[src/rtl/alu_ctrl.sv]
// Command sequencer that owns an external combinational ALU and keeps an accumulator.
// A multiply is done by repeated addition through the ALU, one ADD per cycle.
module alu_ctrl #(
    parameter int WIDTH = 8
) (
    input  logic             clk,
    input  logic             rst_n,
    input  logic             cmd_valid,
    output logic             cmd_ready,
    input  logic [2:0]       cmd_op,
    input  logic [WIDTH-1:0] cmd_data,
    output logic [2:0]       alu_op,
    output logic [WIDTH-1:0] alu_a,
    output logic [WIDTH-1:0] alu_b,
    input  logic [WIDTH-1:0] alu_result,
    output logic [WIDTH-1:0] acc,
    output logic             zero,
    output logic             busy,
    output logic             done
);

    localparam logic [1:0] ST_IDLE = 2'd0;
    localparam logic [1:0] ST_EXEC = 2'd1;
    localparam logic [1:0] ST_MUL  = 2'd2;
    localparam logic [1:0] ST_DONE = 2'd3;

    localparam logic [2:0] OP_ADD  = 3'b000;
    localparam logic [2:0] OP_LOAD = 3'b101;
    localparam logic [2:0] OP_MUL  = 3'b110;
    localparam logic [2:0] OP_CLR  = 3'b111;

    localparam logic [WIDTH-1:0] ONE = {{(WIDTH-1){1'b0}}, 1'b1};

    logic [1:0]       state_q, state_d;
    logic [WIDTH-1:0] acc_q, acc_d;
    logic [2:0]       op_q, op_d;
    logic [WIDTH-1:0] data_q, data_d;
    logic [WIDTH-1:0] cnt_q, cnt_d;
    logic [WIDTH-1:0] prod_q, prod_d;
    logic [WIDTH-1:0] mcand_q, mcand_d;

    always_comb begin
        state_d = state_q;
        acc_d   = acc_q;
        op_d    = op_q;
        data_d  = data_q;
        cnt_d   = cnt_q;
        prod_d  = prod_q;
        mcand_d = mcand_q;
        // Idle drive: LOAD code with zero operands whenever the ALU is not in use.
        alu_op  = OP_LOAD;
        alu_a   = '0;
        alu_b   = '0;

        case (state_q)
            ST_IDLE: begin
                if (cmd_valid) begin
                    op_d   = cmd_op;
                    data_d = cmd_data;
                    case (cmd_op)
                        OP_MUL: begin
                            cnt_d   = cmd_data;
                            prod_d  = '0;
                            mcand_d = acc_q;
                            state_d = ST_MUL;
                        end
                        OP_LOAD: begin
                            acc_d   = cmd_data;
                            state_d = ST_DONE;
                        end
                        OP_CLR: begin
                            acc_d   = '0;
                            state_d = ST_DONE;
                        end
                        default: state_d = ST_EXEC;
                    endcase
                end
            end
            ST_EXEC: begin
                alu_op  = op_q;
                alu_a   = acc_q;
                alu_b   = data_q;
                acc_d   = alu_result;
                state_d = ST_DONE;
            end
            ST_MUL: begin
                if (cnt_q != '0) begin
                    alu_op = OP_ADD;
                    alu_a  = prod_q;
                    alu_b  = mcand_q;
                    prod_d = alu_result;
                    cnt_d  = cnt_q - ONE;
                end else begin
                    acc_d   = prod_q;
                    state_d = ST_DONE;
                end
            end
            default: state_d = ST_IDLE;
        endcase
    end

    always_ff @(posedge clk or negedge rst_n) begin
        if (!rst_n) begin
            state_q <= ST_IDLE;
            acc_q   <= '0;
            op_q    <= '0;
            data_q  <= '0;
            cnt_q   <= '0;
            prod_q  <= '0;
            mcand_q <= '0;
        end else begin
            state_q <= state_d;
            acc_q   <= acc_d;
            op_q    <= op_d;
            data_q  <= data_d;
            cnt_q   <= cnt_d;
            prod_q  <= prod_d;
            mcand_q <= mcand_d;
        end
    end

    assign cmd_ready = (state_q == ST_IDLE);
    assign busy      = (state_q != ST_IDLE);
    assign done      = (state_q == ST_DONE);
    assign acc       = acc_q;
    assign zero      = (acc_q == '0);

endmodule

[config.mk]
export PLATFORM = sky130hd
export DESIGN_NAME = alu_ctrl
export DESIGN_NICKNAME = d
export VERILOG_FILES = /design/src/rtl/alu_ctrl.sv
export SDC_FILE = /design/constraint.sdc
export NUM_CORES = 1
export LEC_CHECK = 0
export CAP_MARGIN = 10
export CORE_MARGIN = 3
export CORE_UTILIZATION = 30
export CTS_CLUSTER_DIAMETER = 150
export CTS_CLUSTER_SIZE = 14
export DETAILED_ROUTE_END_ITERATION = 6
export HOLD_SLACK_MARGIN = 0.08
export PLACE_DENSITY = 0.57
export SLEW_MARGIN = 25
export SYNTH_ARGS = -nofsm -noshare
export SYNTH_HDL_FRONTEND = slang
export SYNTH_SLANG_ARGS = --single-unit
[constraint.sdc]
create_clock -name clk -period 2.7 [get_ports clk]
set_input_delay 0.54 -clock clk [delete_from_list [all_inputs] [get_ports clk]]
set_output_delay 0.54 -clock clk [all_outputs]
set_load 0.005 [all_outputs]
==> results.sh, run 1 <==
export IMPL_synth_seq_area_share_pct=45.89
export IMPL_ys_ff_latch=45
export IMPL_netSwitchingFraction_pct=40.53
export IMPL_hold_path_class="input port to async pin"
export IMPL_grt_ovfl_total=0
export IMPL_synthArstFlopShare_pct=100.0
export IMPL_arrival_ps=2120
export IMPL_die_area_um2=9300
export IMPL_seqPwrFrac_pct=30.9
export IMPL_design_area_um2=3291
export IMPL_root_buffer="clkbuf_8"
export IMPL_combPwrFrac_pct=56.2
export IMPL_drt_iter0_markers=100
export IMPL_initial_core_util_pct=31.27
export IMPL_finalNetCount=332
export IMPL_ios=53
export IMPL_antenna_cells=0
export IMPL_dp_cells=398
export IMPL_synth_nets=262
export IMPL_clkSlewWorstSetupHoldPaths_ps=90
export IMPL_hold_violations=0
export IMPL_whs_ps=136.3
export IMPL_first_pass_iters=4
export IMPL_finalSetupViolCount=0
export IMPL_nFillCells=773
export IMPL_cp_start_kind="register"
export IMPL_multi_input_area_um2=1257
export IMPL_synth_enable_flop_cells=0
export IMPL_seqCellArea_um2=1126
export IMPL_pwr_share_clk_pct=12.9
export IMPL_synth_distinct_cells=44
export IMPL_die_h_um=96.44
export IMPL_wl_per_cell_um=18.20
export IMPL_grt_setup_unrepaired="true"
export IMPL_switchingPower_mw=1.675
export IMPL_synth_flop_cell="dfrtp_1"
export IMPL_track_usage_pct=16.34
export IMPL_status="complete, no violations"
export IMPL_syn_area_per_cell_um2=10.49
export IMPL_p_int_mw=2.458
export IMPL_clk_latency_ps=300
export IMPL_port_buffers=52
export IMPL_grt_pass1_wl_mm=11.57
export IMPL_timing_max_cap_violations=0
export IMPL_dpl_instance_area_um2=3214
export IMPL_rr_startpoint="cnt_q[0]"
export IMPL_dp_hpwl_mm=5.186
export IMPL_worst_pin_slew_ps=1001
export IMPL_power_mw=4.132
export IMPL_path_max_fanout=9
export IMPL_final_cell_mix="45 x dfrtp_1, 33 x clkdlybuf4s50_1, 23 x buf_4"
export IMPL_h_tree_depth=2
export IMPL_wl_mm=7.407
export IMPL_final_common_cell="dfrtp_1"
export IMPL_finalMaxSlewViolations=0
export IMPL_endpoint_kind="primary output"
export IMPL_syn_area_um2=2454
export IMPL_routed_via_count=2244
export IMPL_clock_skew_ps=4.508
export IMPL_clock_sinks=45
export IMPL_fin_crit_sh_pct=98.49
export IMPL_fmax_ghz=0.3761
export IMPL_p_leak_nw=1.422
export IMPL_slew_headroom_pct=32.93
export IMPL_die_x_um=96.44
export IMPL_antenna_found_initial=0
export IMPL_critPathKind="register to primary output"
export IMPL_syn_inst=234
export IMPL_ant_nets=0
export IMPL_min_period_ps=2659
export IMPL_grt_pass1_vias=2155
export IMPL_place_congestion=0.8673
export IMPL_ys_warn_count=0
export IMPL_fin_ws_ps=40.79
export IMPL_layout_cells_non_filler=407
export IMPL_final_core_util_pct=41.93
export IMPL_vias_per_cell=5.514
export IMPL_drc=0
export IMPL_grt_max_degree=22
export IMPL_final_setup_tns_ps=0
export IMPL_syn2layout_area_growth_pct=34.12
export IMPL_power_density_nw_per_um2=1256
export IMPL_required_ps=2160
export IMPL_max_vdd_ir_drop_mv=0.5714
export IMPL_core_um2=7848
export IMPL_startpoint="cnt_q[0]"
export IMPL_cts_buffers=5
export IMPL_rows=32
export IMPL_drive_gt1_share_pct=30.49
export IMPL_cts_tree="built"
export IMPL_place_ws_ps=23.92
export IMPL_clk_path_buf_depth=2
## sequential cells by signal (all words and copies together) (netlist names)
register,flops
mcand_q,8
data_q,8
acc,8
prod_q,8
op_q,3
cnt_q,8
state_q,2
## critical path, stage by stage, from the launching register on
cell and delay (ps):
dfrtp_1 400, inv_2 90, ha_4 130, or4b_4 490, o21ai_4 200, nor2_4 60
buf_12 130, a22o_1 190, buf_2 130
## cell families (layout without fill, tap and decap cells)
family          Yosys count  count (layout)  share of synthesized area (%)
compound gates           87              87                          25.24
fa+ha+maj                 6               6                          3.060
buf+inv                  23              94                          4.436
flops                    45              45                          45.89
mux                      24              24                          10.91
simple gates             49              49                          10.45
## final timing paths
check,to,slack [ps],cells past startpoint
worst max-delay path,alu_a[3],40,8
worst min-delay path,state_q[1],140,1
worst max register to register,prod_q[2],360,9
worst min register to register,mcand_q[7],510,1
max in group asynchronous,cnt_q[7],1990,2
min in group clk,mcand_q[7],510,1
## power by group through the flow
stage          Clock, mW  Sequential, mW  Combinational (mW)
3_5_place_dp           0            1.28                2.38
4_1_cts            0.546            1.27                2.35
2_1_floorplan          0            1.21                1.34
6_report           0.532            1.28                2.32
5_1_grt            0.573            1.32                2.54
3_3_place_gp           0            1.27                2.36
## area by class of cell
type	count	area share, %
clock inverter	1	0.9125
multi-input combinational	166	38.21
timing repair buffer	77	19.13
inverter	9	1.027
tap	102	3.878
sequential	45	34.22
clock buffer	7	2.624
## metal layers
layer | GRT usage, % | routed length (um)
met4 | 3.154 | 61
met5 | 0 | 0
met2 | 25.36 | 3375
met3 | 2.943 | 502
met1 | 23.96 | 3466
## synth_stat cells (2+ instances only)
cell type  count  area [um^2]
buf_6          2        22.52
clkbuf_1       6        22.52
a21oi_1       22        110.1
o22ai_1        3        18.77
ha_1           6        75.07
nor2_1        18        67.56
buf_2          3        15.01
or4_1          4        30.03
mux2_2        22        247.7
o21ai_0        6        30.03
a22o_2         8        80.08
buf_1          2        7.510
nand2_1        7        26.28
a22oi_1        9        67.56
nor3_1         5        25.02
a22o_1        16        140.1
inv_1          8        30.03
nand3_1        3        15.01
nor4_1         2        12.51
o2bb2ai_1      2        17.52
dfrtp_1       45         1126
a31oi_1       10        62.56
mux2i_1        2        20.02
o21a_1         3        22.52
## repair_timing
| action | CTS | global route |
|---|---|---|
| setup buffers | 1 | 1 |
| setup endpoints to repair | 18 | 18 |
| pin swaps | 3 | 3 |
| hold buffers | 0 | 0 |
| gates resized for setup | 61 | 12 |
No activity file was read; power rests on OpenSTA's default activity.
==> run 2: changes to the inputs <==
--- a/config.mk
+++ b/config.mk
@@ -7,12 +7,12 @@
 export LEC_CHECK = 0
 export CAP_MARGIN = 10
 export CORE_MARGIN = 3
-export CORE_UTILIZATION = 30
+export CORE_UTILIZATION = 40
 export CTS_CLUSTER_DIAMETER = 150
 export CTS_CLUSTER_SIZE = 14
 export DETAILED_ROUTE_END_ITERATION = 6
 export HOLD_SLACK_MARGIN = 0.08
-export PLACE_DENSITY = 0.57
+export PLACE_DENSITY = 0.7
 export SLEW_MARGIN = 25
 export SYNTH_ARGS = -nofsm -noshare
 export SYNTH_HDL_FRONTEND = slang
==> results.sh, run 2 (same netlist as run 1, synthesis figures left out) <==
export IMPL_status="finished, violations left"
export IMPL_violations="negative setup slack"
export IMPL_initial_core_util_pct=42.98
export IMPL_h_tree_depth=2
export IMPL_first_pass_iters=4
export IMPL_die_area_um2=7110
export IMPL_drive_gt1_share_pct=32.59
export IMPL_die_x_um=84.32
export IMPL_die_h_um=84.32
export IMPL_track_usage_pct=19.95
export IMPL_timing_max_cap_violations=0
export IMPL_reg2reg_slack_ps=280
export IMPL_clk_latency_ps=310
export IMPL_finalNetCount=340
export IMPL_port_buffers=52
export IMPL_whs_ps=310.6
export IMPL_worst_pin_slew_ps=581.2
export IMPL_crit_top_cell="buf_6"
export IMPL_drt_iter0_markers=150
export IMPL_finalSetupViolCount=9
export IMPL_dp_hpwl_mm=4.806
export IMPL_fmax_ghz=0.3625
export IMPL_hold_buffers=0
export IMPL_crit_cells=8
export IMPL_antenna_found_initial=0
export IMPL_crit_chain="inv_2, ha_4, or4b_4, buf_6, or3_4, buf_6, nand3_2, buf_2"
export IMPL_clock_sinks=45
export IMPL_required_ps=2160
export IMPL_fin_crit_sh_pct=102.2
export IMPL_fin_ws_ps=-59.00
export IMPL_slew_headroom_pct=61.25
export IMPL_clock_skew_ps=12.04
export IMPL_arrival_ps=2220
export IMPL_drc=0
export IMPL_final_core_util_pct=58.10
export IMPL_rows=27
export IMPL_crit_slowest_cell="or4b_4"
export IMPL_max_vdd_ir_drop_mv=0.6866
export IMPL_clkSlewWorstSetupHoldPaths_ps=100
export IMPL_vias_per_cell=5.979
export IMPL_place_congestion=0.8848
export IMPL_final_common_cell="dfrtp_1"
export IMPL_critPathKind="register to primary output"
export IMPL_core_um2=5709
export IMPL_ff2ff_path_depth=9
export IMPL_routed_via_count=2302
export IMPL_power_density_nw_per_um2=1255
export IMPL_cts_buffers=5
export IMPL_ant_nets=0
export IMPL_cp_start_kind="register"
export IMPL_grt_max_degree=46
export IMPL_final_cell_mix="45 x dfrtp_1, 33 x clkdlybuf4s50_1, 25 x buf_4"
export IMPL_ios=53
export IMPL_clk_path_buf_depth=2
export IMPL_finalMaxSlewViolations=0
export IMPL_hold_violations=0
export IMPL_root_buffer="clkbuf_8"
export IMPL_grt_pass1_wl_mm=11.19
export IMPL_antenna_cells=0
export IMPL_path_max_fanout=2
export IMPL_grt_setup_unrepaired="true"
export IMPL_wl_mm=7.381
export IMPL_cpLargestDelayFamily="simple AND/OR/NAND/NOR gates"
export IMPL_critPathBufInv=4
export IMPL_syn2layout_area_growth_pct=35.19
export IMPL_power_mw=4.161
export IMPL_hold_path_class="input port to async pin"
export IMPL_grt_ovfl_total=0
export IMPL_wl_per_cell_um=19.17
export IMPL_p_leak_nw=1.461
export IMPL_min_period_ps=2759
export IMPL_grt_pass1_vias=2236
export IMPL_endpoint_kind="primary output"
export IMPL_slowest_delay_ps=490
export IMPL_cts_tree="built"
-- run 2: final timing paths --
| check | startpoint | endpoint |
|---|---|---|
| worst max-delay path | cnt_q[0] | alu_op[0] |
| worst min-delay path | rst_n | cnt_q[2] |
| worst max register to register | cnt_q[0] | cnt_q[3] |
| worst min register to register | op_q[2] | op_q[2] |
| max in group asynchronous | rst_n | op_q[0] |
| min in group clk | op_q[2] | op_q[2] |
-- run 2: area by class of cell --
class                   instances  area (um^2)
inverters                       9        35.03
repair buffers                 84        704.4
clock inverters                 3        21.27
fillers                       504         2392
multi-input cells             167         1271
flip-flops and latches         45         1126
clock buffers                   5        68.82
well taps                      72        90.09
-- run 2: metrics by stage --
stage	cell area [um^2]	setup WS, ps	TNS (ps)	std cells
after floorplan	2454	377.6	0	234
after global placement	3154	67.92	0	365
after detailed placement	3154	50.15	0	365
after CTS	3241	-170.9	-628.4	375
after global routing	3317	-133.4	-1150	385
final	3317	-59.00	-209.5	385
-- run 2: repair_timing --
item | 4_1_cts | 5_1_grt
resized for setup | 28 | 46
setup buffers | 3 | 9
endpoints found under the setup margin | 18 | 18
hold endpoints to repair | 0 | 0
gates cloned | 0 | 1
pin swaps | 2 | 6
-- run 2: metal layers --
metal  GRT usage [%]  share of wire [%]
met1           26.65                 46
met2           33.00                 48
met3           4.907                5.4
met4           4.094                1.1
met5               0                  0
-- run 2: where the power goes --
group          switching, mW  internal, mW
clock                  0.250         0.184
combinational           1.22          1.24
sequential             0.267          1.00
==> run 3: changes to the inputs <==
--- a/config.mk
+++ b/config.mk
@@ -5,6 +5,7 @@
 export SDC_FILE = /design/constraint.sdc
 export NUM_CORES = 1
 export LEC_CHECK = 0
+export ABC_CLOCK_PERIOD_IN_PS = 2700
 export CAP_MARGIN = 10
 export CORE_MARGIN = 3
 export CORE_UTILIZATION = 40
@@ -12,7 +13,7 @@
 export CTS_CLUSTER_SIZE = 14
 export DETAILED_ROUTE_END_ITERATION = 6
 export HOLD_SLACK_MARGIN = 0.08
-export PLACE_DENSITY = 0.7
+export PLACE_DENSITY = 0.62
 export SLEW_MARGIN = 25
 export SYNTH_ARGS = -nofsm -noshare
 export SYNTH_HDL_FRONTEND = slang
==> results.sh, run 3 (same netlist as run 1, synthesis figures left out) <==
export IMPL_p_int_mw=2.495
export IMPL_hold_path_class="input port to async pin"
export IMPL_die_area_um2=7110
export IMPL_reg2reg_to="cnt_q[1]"
export IMPL_final_common_cell="dfrtp_1"
export IMPL_switchingPower_mw=1.643
export IMPL_reg2reg_slack_ps=460
export IMPL_worst_pin_slew_ps=751.8
export IMPL_wl_per_cell_um=18.58
export IMPL_cts_tree="built"
export IMPL_netSwitchingFraction_pct=39.70
export IMPL_slew_headroom_pct=49.65
export IMPL_initial_core_util_pct=42.98
export IMPL_routed_via_count=2198
export IMPL_core_um2=5709
export IMPL_drive_gt1_share_pct=32.27
export IMPL_clk_latency_ps=300
export IMPL_clk_path_buf_depth=2
export IMPL_ff2ff_path_depth=7
export IMPL_clock_sinks=45
export IMPL_max_vdd_ir_drop_mv=0.8841
export IMPL_finalNetCount=340
export IMPL_track_usage_pct=20.01
export IMPL_antenna_cells=0
export IMPL_crit_chain="inv_2, ha_4, or4b_4, o21ai_4, nor2_2, buf_6, buf_6, a22o_1, buf_2"
export IMPL_cp_start_kind="register"
export IMPL_timing_max_cap_violations=0
export IMPL_clkSlewWorstSetupHoldPaths_ps=90
export IMPL_root_buffer="clkbuf_8"
export IMPL_finalSetupViolCount=7
export IMPL_clock_skew_ps=11.60
export IMPL_fin_ws_ps=-41.18
export IMPL_rr_startpoint="cnt_q[1]"
export IMPL_die_h_um=84.32
export IMPL_violations="negative setup slack"
export IMPL_final_cell_mix="45 x dfrtp_1, 33 x clkdlybuf4s50_1, 30 x buf_4"
export IMPL_hold_violations=0
export IMPL_ant_nets=0
export IMPL_min_period_ps=2741
export IMPL_grt_pass1_vias=2146
export IMPL_layout_cells_non_filler=385
export IMPL_crit_end="alu_b[3]"
export IMPL_startpoint="cnt_q[1]"
export IMPL_path_max_fanout=5
export IMPL_grt_ovfl_total=0
export IMPL_place_congestion=0.8592
export IMPL_nFillCells=536
export IMPL_ios=53
export IMPL_grt_pass1_wl_mm=11.27
export IMPL_drc=0
export IMPL_seqPwrFrac_pct=30.5
export IMPL_required_ps=2160
export IMPL_arrival_ps=2200
export IMPL_combPwrFrac_pct=57.1
export IMPL_endpoint_kind="primary output"
export IMPL_vias_per_cell=5.709
export IMPL_antenna_found_initial=0
export IMPL_grt_setup_unrepaired="true"
export IMPL_p_leak_nw=1.464
export IMPL_crit_top_cell="buf_6"
export IMPL_place_ws_ps=-13.54
export IMPL_dp_hpwl_mm=5.028
export IMPL_slowest_delay_ps=490
export IMPL_syn2layout_area_growth_pct=34.42
export IMPL_power_mw=4.138
export IMPL_cts_buffers=5
export IMPL_grt_max_degree=31
export IMPL_fmax_ghz=0.3648
export IMPL_die_x_um=84.32
export IMPL_power_density_nw_per_um2=1255
export IMPL_status="finished, violations left"
export IMPL_wl_mm=7.155
export IMPL_fin_crit_sh_pct=101.5
export IMPL_critPathKind="register to primary output"
export IMPL_drt_iter0_markers=160
export IMPL_rows=27
export IMPL_h_tree_depth=2
export IMPL_port_buffers=52
export IMPL_finalMaxSlewViolations=0
export IMPL_crit_slowest_cell="or4b_4"
export IMPL_pwr_share_clk_pct=12.4
export IMPL_dp_cells=370
export IMPL_first_pass_iters=4
[run 3: cell types whose count changed in the layout (fill, tap and decap cells not counted), sizes merged]
| cell | before | now |
|---|---|---|
| inv | 9 | 8 |
| clkinvlp | 1 | 0 |
| clkdlybuf4s15 | 1 | 0 |
| clkbuf | 16 | 7 |
| buf | 38 | 51 |
| nor2 | 19 | 18 |
| dlymetal6s2s | 1 | 0 |
| bufinv | 0 | 1 |
[run 3: per-stage QoR]
stage          setup TNS (ps)  cell area (um^2)  util [%]  hold WS [ps]
6_report               -233.4              3298     57.77         275.9
5_1_grt                 -1092              3298     57.77         315.4
4_1_cts                -389.2              3272     57.31         297.9
3_5_place_dp           -22.65              3179     55.69         491.5
3_3_place_gp                0              3179     55.69         483.9
2_1_floorplan               0              2454         -         244.4
[run 3: critical path: cells and delay by family (launching register included)]
family                     cells  cell delay (ps)
DFF                            1              400
and+or+nand+nor                2              550
adders and majority gates      1              130
AOI/OAI and AO/OA              2              360
buffers and inverters          4              460
[run 3: layout make-up]
cell class	instances	area [um^2]	share of cell area [%]
clock buffer	6	72.57	2.200
clock inverter	2	38.79	1.176
inverter	9	33.78	1.024
multi-input combinational	166	1252	37.97
sequential	45	1126	34.14
tap	72	90.09	2.731
timing repair buffer	85	684.4	20.75
[run 3: timing repair]
action,4_1_cts,5_1_grt
pin swaps,8,4
setup endpoints to repair,18,18
setup buffers,7,1
hold buffers,0,0
resized for setup,77,6
[run 3: worst min-delay path by stage]
stage,from,end,slack [ps],cells past startpoint
after floorplan,rst_n,acc[0],240,0
after global placement,op_q[1],op_q[1],480,1
after detailed placement,op_q[1],op_q[1],490,1
after CTS,rst_n,cnt_q[3],300,1
after global routing,rst_n,cnt_q[1],320,1
final,rst_n,cnt_q[1],280,1
[run 3: layer usage]
layer	vias to the layer above	track usage, %	wire length, um
li1	1045	-	-
met1	1080	28.55	3392
met2	67	30.70	3312
met3	6	4.416	364
met4	0	5.409	85
met5	-	0	0
[run 3: power by group through the flow]
stage / Clock (mW) / Combinational (mW) / Sequential [mW]
4_1_cts: 0.527 / 2.32 / 1.26
6_report: 0.514 / 2.36 / 1.26
2_1_floorplan: 0 / 1.34 / 1.21
3_5_place_dp: 0 / 2.37 / 1.27
5_1_grt: 0.558 / 2.57 / 1.30
3_3_place_gp: 0 / 2.33 / 1.26
==> variant 1 (settings of run 1) <==
`WIDTH`: 8 -> 6.
--- a/src/rtl/alu_ctrl.sv
+++ b/src/rtl/alu_ctrl.sv
@@ -2,5 +2,5 @@
 // A multiply is done by repeated addition through the ALU, one ADD per cycle.
 module alu_ctrl #(
-    parameter int WIDTH = 8
+    parameter int WIDTH = 6
 ) (
     input  logic             clk,
Ports: changed (5 resized); port bits go from 53 to 43. The function was not compared with the original's and may differ.
==> variant 1 against run 1 <==
- worst hold slack gained 0.35 ns
- routed wire length shrank 28%
- via count shrank 23%
- combinational power shrank 12%
- sequential cell count shrank 10
- cell count shrank 20%
- global-route usage shrank 1.1 points
- setup slack lost 0.038 ns
- total power shrank 13%
- register-to-register slack gained 0.20 ns
- cell area shrank 16%
- area after synthesis shrank 21%
- largest power group unchanged
==> variant 1: results (changes against run 1) <==
STATUS='finished clean'  # unchanged
GRT_FIRST_PASS_WIRELENGTH_UM=8640  # was 11600 um
SYNTH_AREA_LEADERS='dfrtp_1 (45%), mux2_2 (9.3%), a22o_1 (8.1%), ha_1 (3.9%), a21oi_1 (3.6%)'  # was dfrtp_1 (46%), mux2_2 (10%), a22o_1 (5.7%), a21oi_1 (4.5%), a22o_2 (3.3%)
CP-ENDPOINT='alu_b[5]'  # was alu_a[3]
ROUTABILITYCONGESTION=0.885  # was 0.867
DPL.HPWL_UM=4010  # was 5190 um
PLACE_AREA_UM2=2580  # was 3210 um^2
SHARE_OF_FINAL_LAYOUT_STANDARD_CELLS_STRONGER_THAN_DRIVE_STRENGTH_1_PCT=26.2  # was 30.5%
MIN_PERIOD_OVER_PERIOD_PCT=99.9  # was 98.5%
ARRIVAL_NS=2.16  # was 2.12 ns
SEQ_AREA_FRAC_SYNTH_PCT=45.0  # was 45.9%
POST-PLACE-WS_NS=-0.173  # was 0.0239 ns
WORST_IR_DROP_VDD_V=0.000515  # was 0.000571 V
CLK_PIN_SLEW_NS=0.07  # was 0.09 ns
REG2REG_SLACK_NS=0.56  # was 0.36 ns
WIRE_PER_INST_UM=16.4  # was 18.2 um
R2R-END='cnt_q[0]'  # was prod_q[2]
AVGVIACOUNTPERCELL=5.27  # was 5.51
CRIT_START='cnt_q[1]'  # was cnt_q[0]
HP-CLASS='flip-flop to flip-flop'  # was input port to async pin
GRT_MAX_DEGREE=36  # was 22
SYNTH_COMPOUND_GATE_AREA_SHARE_PCT=23.7  # was 25.2%
PLACE.PORT_BUFFERS=42  # was 52
FINAL.SETUP_SKEW_NS=0.00392  # was 0.00451 ns
CRITPATHMAXFANOUT=7  # was 9
SYNTHTOPCELLSBYCOUNT='dfrtp_1 (35), a22o_1 (18), mux2_2 (16)'  # was dfrtp_1 (45), a21oi_1 (22), mux2_2 (22)
WORST_R2R_PATH_DEPTH=8  # was 9
NUMBER_OF_GLOBAL_ROUTE_VIAS_BEFORE_REPAIR=1711  # was 2155
GLOBAL_ROUTE_USAGE_OVER_ALL_LAYERS_PCT=15.3  # was 16.3%
FILLER_CELL_COUNT=606  # was 773
## variant 1: cell types whose count changed after synthesis, moves of 5 or more
cell	change
dfrtp_1	-10
a21oi_1	-8
mux2_2	-6
a31oi_1	-5
nor2_1	-9
a22o_2	-8
## variant 1: per-layer routing
layer	track usage (%)	share of wire (%)	up-vias	wire length, um
met2	25.0	48	47	2550
met1	20.1	46	840	2460
met4	5.10	1.2	0	65
li1	-	-	827	-
met3	3.14	5.3	8	284
met5	0	0	-	0
## variant 1: worst min path at each step
stage,to,cells after the start,slack (ns),startpoint
after global placement,data_q[5],2,0.47,data_q[5]
after CTS,data_q[5],2,0.49,data_q[5]
after global routing,op_q[1],1,0.53,op_q[1]
final,data_q[5],2,0.49,data_q[5]
after floorplan,acc[0],0,0.24,rst_n
after detailed placement,data_q[5],2,0.47,data_q[5]
## variant 1: layout make-up
class                      count  area (um^2)  area share (%)
tap                           75         93.8            3.40
inverter                      10         37.5            1.36
multi-input combinational    131         1010            36.5
clock inverter                 2         60.1            2.18
sequential                    35          876            31.8
clock buffer                   6         72.6            2.63
timing repair buffer          68          611            22.2
## variant 1: power breakdown
group          switching [W]  total, W  internal (W)
combinational       0.000941   0.00204       0.00110
clock               0.000192  0.000562      0.000369
sequential          0.000194  0.000983      0.000789
## variant 1: logic make-up (layout without fill, tap and decap cells)
kind of cell    count (synthesis)  count (layout)
compound gates                 65              65
mux                            21              21
buf+inv                        18              86
fa+ha+maj                       6               6
simple gates                   39              39
flops                          35              35
## variant 1: critical path: stages, from the launching register on
cell	delay, ns
dfrtp_1	0.38
inv_1	0.08
ha_1	0.16
or3b_4	0.40
o21ai_4	0.19
nor2_4	0.08
buf_4	0.14
a22o_1	0.17
dlygate4sd2_1	0.26
## variant 1: per-stage QoR
| stage | instances | power, W |
|---|---|---|
| global placement | 313 | 0.00303 |
| floorplan | 184 | 0.00211 |
| detailed placement | 313 | 0.00306 |
| global route | 327 | 0.00387 |
| CTS | 322 | 0.00358 |
| finish | 327 | 0.00358 |
## variant 1: timing repair
action	4_1_cts	5_1_grt
endpoints found under the hold margin	0	0
endpoints found under the setup margin	14	1
gates resized for setup	17	5
buffers inserted	1	5
cloned	0	0
pin swaps	0	2
==> variant 2 (config.mk and constraints of run 1) <==
Without the edit above. Take the reset off `data_q` and `prod_q` and load them in a clocked block of their own.
--- a/src/rtl/alu_ctrl.sv
+++ b/src/rtl/alu_ctrl.sv
@@ -105,7 +105,5 @@
             acc_q   <= '0;
             op_q    <= '0;
-            data_q  <= '0;
             cnt_q   <= '0;
-            prod_q  <= '0;
             mcand_q <= '0;
         end else begin
@@ -113,9 +111,12 @@
             acc_q   <= acc_d;
             op_q    <= op_d;
-            data_q  <= data_d;
             cnt_q   <= cnt_d;
-            prod_q  <= prod_d;
             mcand_q <= mcand_d;
         end
+    end
+
+    always_ff @(posedge clk) begin
+        data_q <= data_d;
+        prod_q <= prod_d;
     end
 
Formal check against the unedited RTL: same outputs for any inputs over 10 cycles, from zero or initial values and one cycle with rst_n low; that may be too few to reach the edited logic, so the function may still have changed.
==> variant 2 against run 1 <==
- global-route usage about the same
- non-clock buffer count grew 5
- cell count grew 0.98%
- cell area grew 3.1%
- critical path type unchanged
- maximum frequency up 2.8%
- largest power group unchanged
- highest routed layer unchanged
- sequential cell count stayed put
- routed wire length shrank 2.4%
- count of clock-buffer cells in the layout decreased by 2
- setup slack better by 0.072 ns
- total power rose by 1.3%
- area after synthesis fell by 0.25%
==> variant 2: results (changes against run 1) <==
ASR_FLOP_RATIO_SYNTH_PCT=64.4  # was 100%
POST-PLACE-WS_NS=0.0166  # was 0.0239 ns
WIRE_PER_INST_UM=17.6  # was 18.2 um
SLEW_HR_PCT=64.6  # was 32.9%
WORST_PATH_LARGEST_CELL_DELAY_NS=0.41  # was 0.49 ns
GLOBAL_ROUTE_USAGE_OVER_ALL_LAYERS_PCT=16.3  # about the same
CRITICAL-PATH-SLOWEST-CELL='dfrtp_1'  # was or4b_4
SHARE_OF_FINAL_LAYOUT_STANDARD_CELLS_STRONGER_THAN_DRIVE_STRENGTH_1_PCT=26.2  # was 30.5%
HP-CLASS='flip-flop to flip-flop'  # was input port to async pin
WORST_IR_DROP_VDD_V=0.000359  # was 0.000571 V
SYNTH.LIB_CELLS_USED.DISTINCT=51  # was 44
SYNTH_AREA_LEADERS='dfrtp_1 (30%), edfxtp_1 (20%), a22o_1 (5.7%), mux2_2 (5.1%), a21oi_1 (4.7%)'  # was dfrtp_1 (46%), mux2_2 (10%), a22o_1 (5.7%), a21oi_1 (4.5%), a22o_2 (3.3%)
GRT_FIRST_PASS_WIRELENGTH_UM=11400  # was 11600 um
CRITPATHMAXFANOUT=6  # was 9
DRT-INITIAL-DRC-COUNT=116  # was 100
SEQ_AREA_FRAC_SYNTH_PCT=49.3  # was 45.9%
NUMBER_OF_ENABLE_TYPE_REGISTER_CELLS_IN_THE_SYNTHESIZED_NETLIST=16  # was 0
ARRIVAL_NS=2.05  # was 2.12 ns
CELLLEAKAGEPOWER_nW=1.39  # was 1.42 nW
FINAL.SETUP_SKEW_NS=0.0106  # was 0.00451 ns
SYN-NUM-NETS=259  # was 262
DPL.HPWL_UM=4820  # was 5190 um
GRT_MAX_DEGREE=36  # was 22
SYNTHTOPCELLSBYCOUNT='dfrtp_1 (29), a21oi_1 (23), a22o_1 (16), edfxtp_1 (16), nor2_1 (13)'  # was dfrtp_1 (45), a21oi_1 (22), mux2_2 (22)
STATUS='finished clean'  # unchanged
NUM-NETS-FINAL=336  # was 332
-- variant 2: final timing paths --
| kind | startpoint | end | slack [ns] | cells past startpoint |
|---|---|---|---|---|
| min in group asynchronous | rst_n | cnt_q[7] | 0.63 | 2 |
| worst max-delay path | cnt_q[1] | alu_a[1] | 0.11 | 7 |
| worst min register to register | op_q[1] | op_q[1] | 0.51 | 1 |
| worst min-delay path | op_q[1] | op_q[1] | 0.51 | 1 |
| worst max register to register | cnt_q[1] | cnt_q[2] | 0.12 | 13 |
| max in group asynchronous | rst_n | mcand_q[5] | 1.78 | 2 |
-- variant 2: layout make-up --
cell class | count | area, um^2
tap | 102 | 128
fill | 755 | 4420
clock inverter | 3 | 68.8
inverter | 11 | 45.0
timing repair buffer | 82 | 689
multi-input combinational | 163 | 1190
clock buffer | 5 | 68.8
sequential | 45 | 1210
-- variant 2: timing repair --
item | in CTS | in global routing
cloned | 1 | 0
buffers inserted | 14 | 6
resized for setup | 36 | 20
endpoints found under the setup margin | 18 | 20
pin swaps | 5 | 3
-- variant 2: metrics by stage --
step	cell area, um^2	total power (W)	cells	TNS, ns	utilization, %
floorplan	2450	0.00249	231	0	-
global placement	3110	0.00337	382	0	39.8
detailed placement	3110	0.00341	382	0	39.8
CTS	3390	0.00416	405	0	43.4
global route	3390	0.00450	411	-0.0203	43.4
finish	3390	0.00419	411	0	43.4
-- variant 2: power by group through the flow --
stage / clock, W / sequential, W / combinational (W)
after CTS: 0.000638 / 0.00126 / 0.00227
after global routing: 0.000675 / 0.00129 / 0.00254
after floorplan: 0 / 0.00120 / 0.00129
after detailed placement: 0 / 0.00127 / 0.00213
final: 0.000628 / 0.00126 / 0.00230
after global placement: 0 / 0.00127 / 0.00211
-- variant 2: per-layer routing --
metal  wire length, um  share of wire (%)  vias up  global-route usage [%]
met5                 0                  0        -                       0
met4                98                1.4        0                    5.37
met3               319                4.4        7                    3.05
met2              3550                 49       52                    27.6
met1              3260                 45     1050                    20.9
li1                  -                  -     1036                       -
-- variant 2: cells by family after synthesis --
family | after synthesis | synth area share (%)
AOI/OAI and AO/OA | 85 | 23.7
and+or+nand+nor | 61 | 14.8
DFF | 45 | 49.3
buffers and inverters | 23 | 4.09
muxes | 11 | 5.06
adders and majority gates | 6 | 3.07
-- variant 2: worst max-delay path: cells and delay by family (launching register included) --
| family | cells | cell delay [ns] |
|---|---|---|
| buffers and inverters | 3 | 0.53 |
| AND/OR/NAND/NOR | 1 | 0.35 |
| AO/OA/AOI/OAI | 2 | 0.32 |
| adder cells (fa/ha/maj) | 1 | 0.14 |
| flip-flops | 1 | 0.41 |
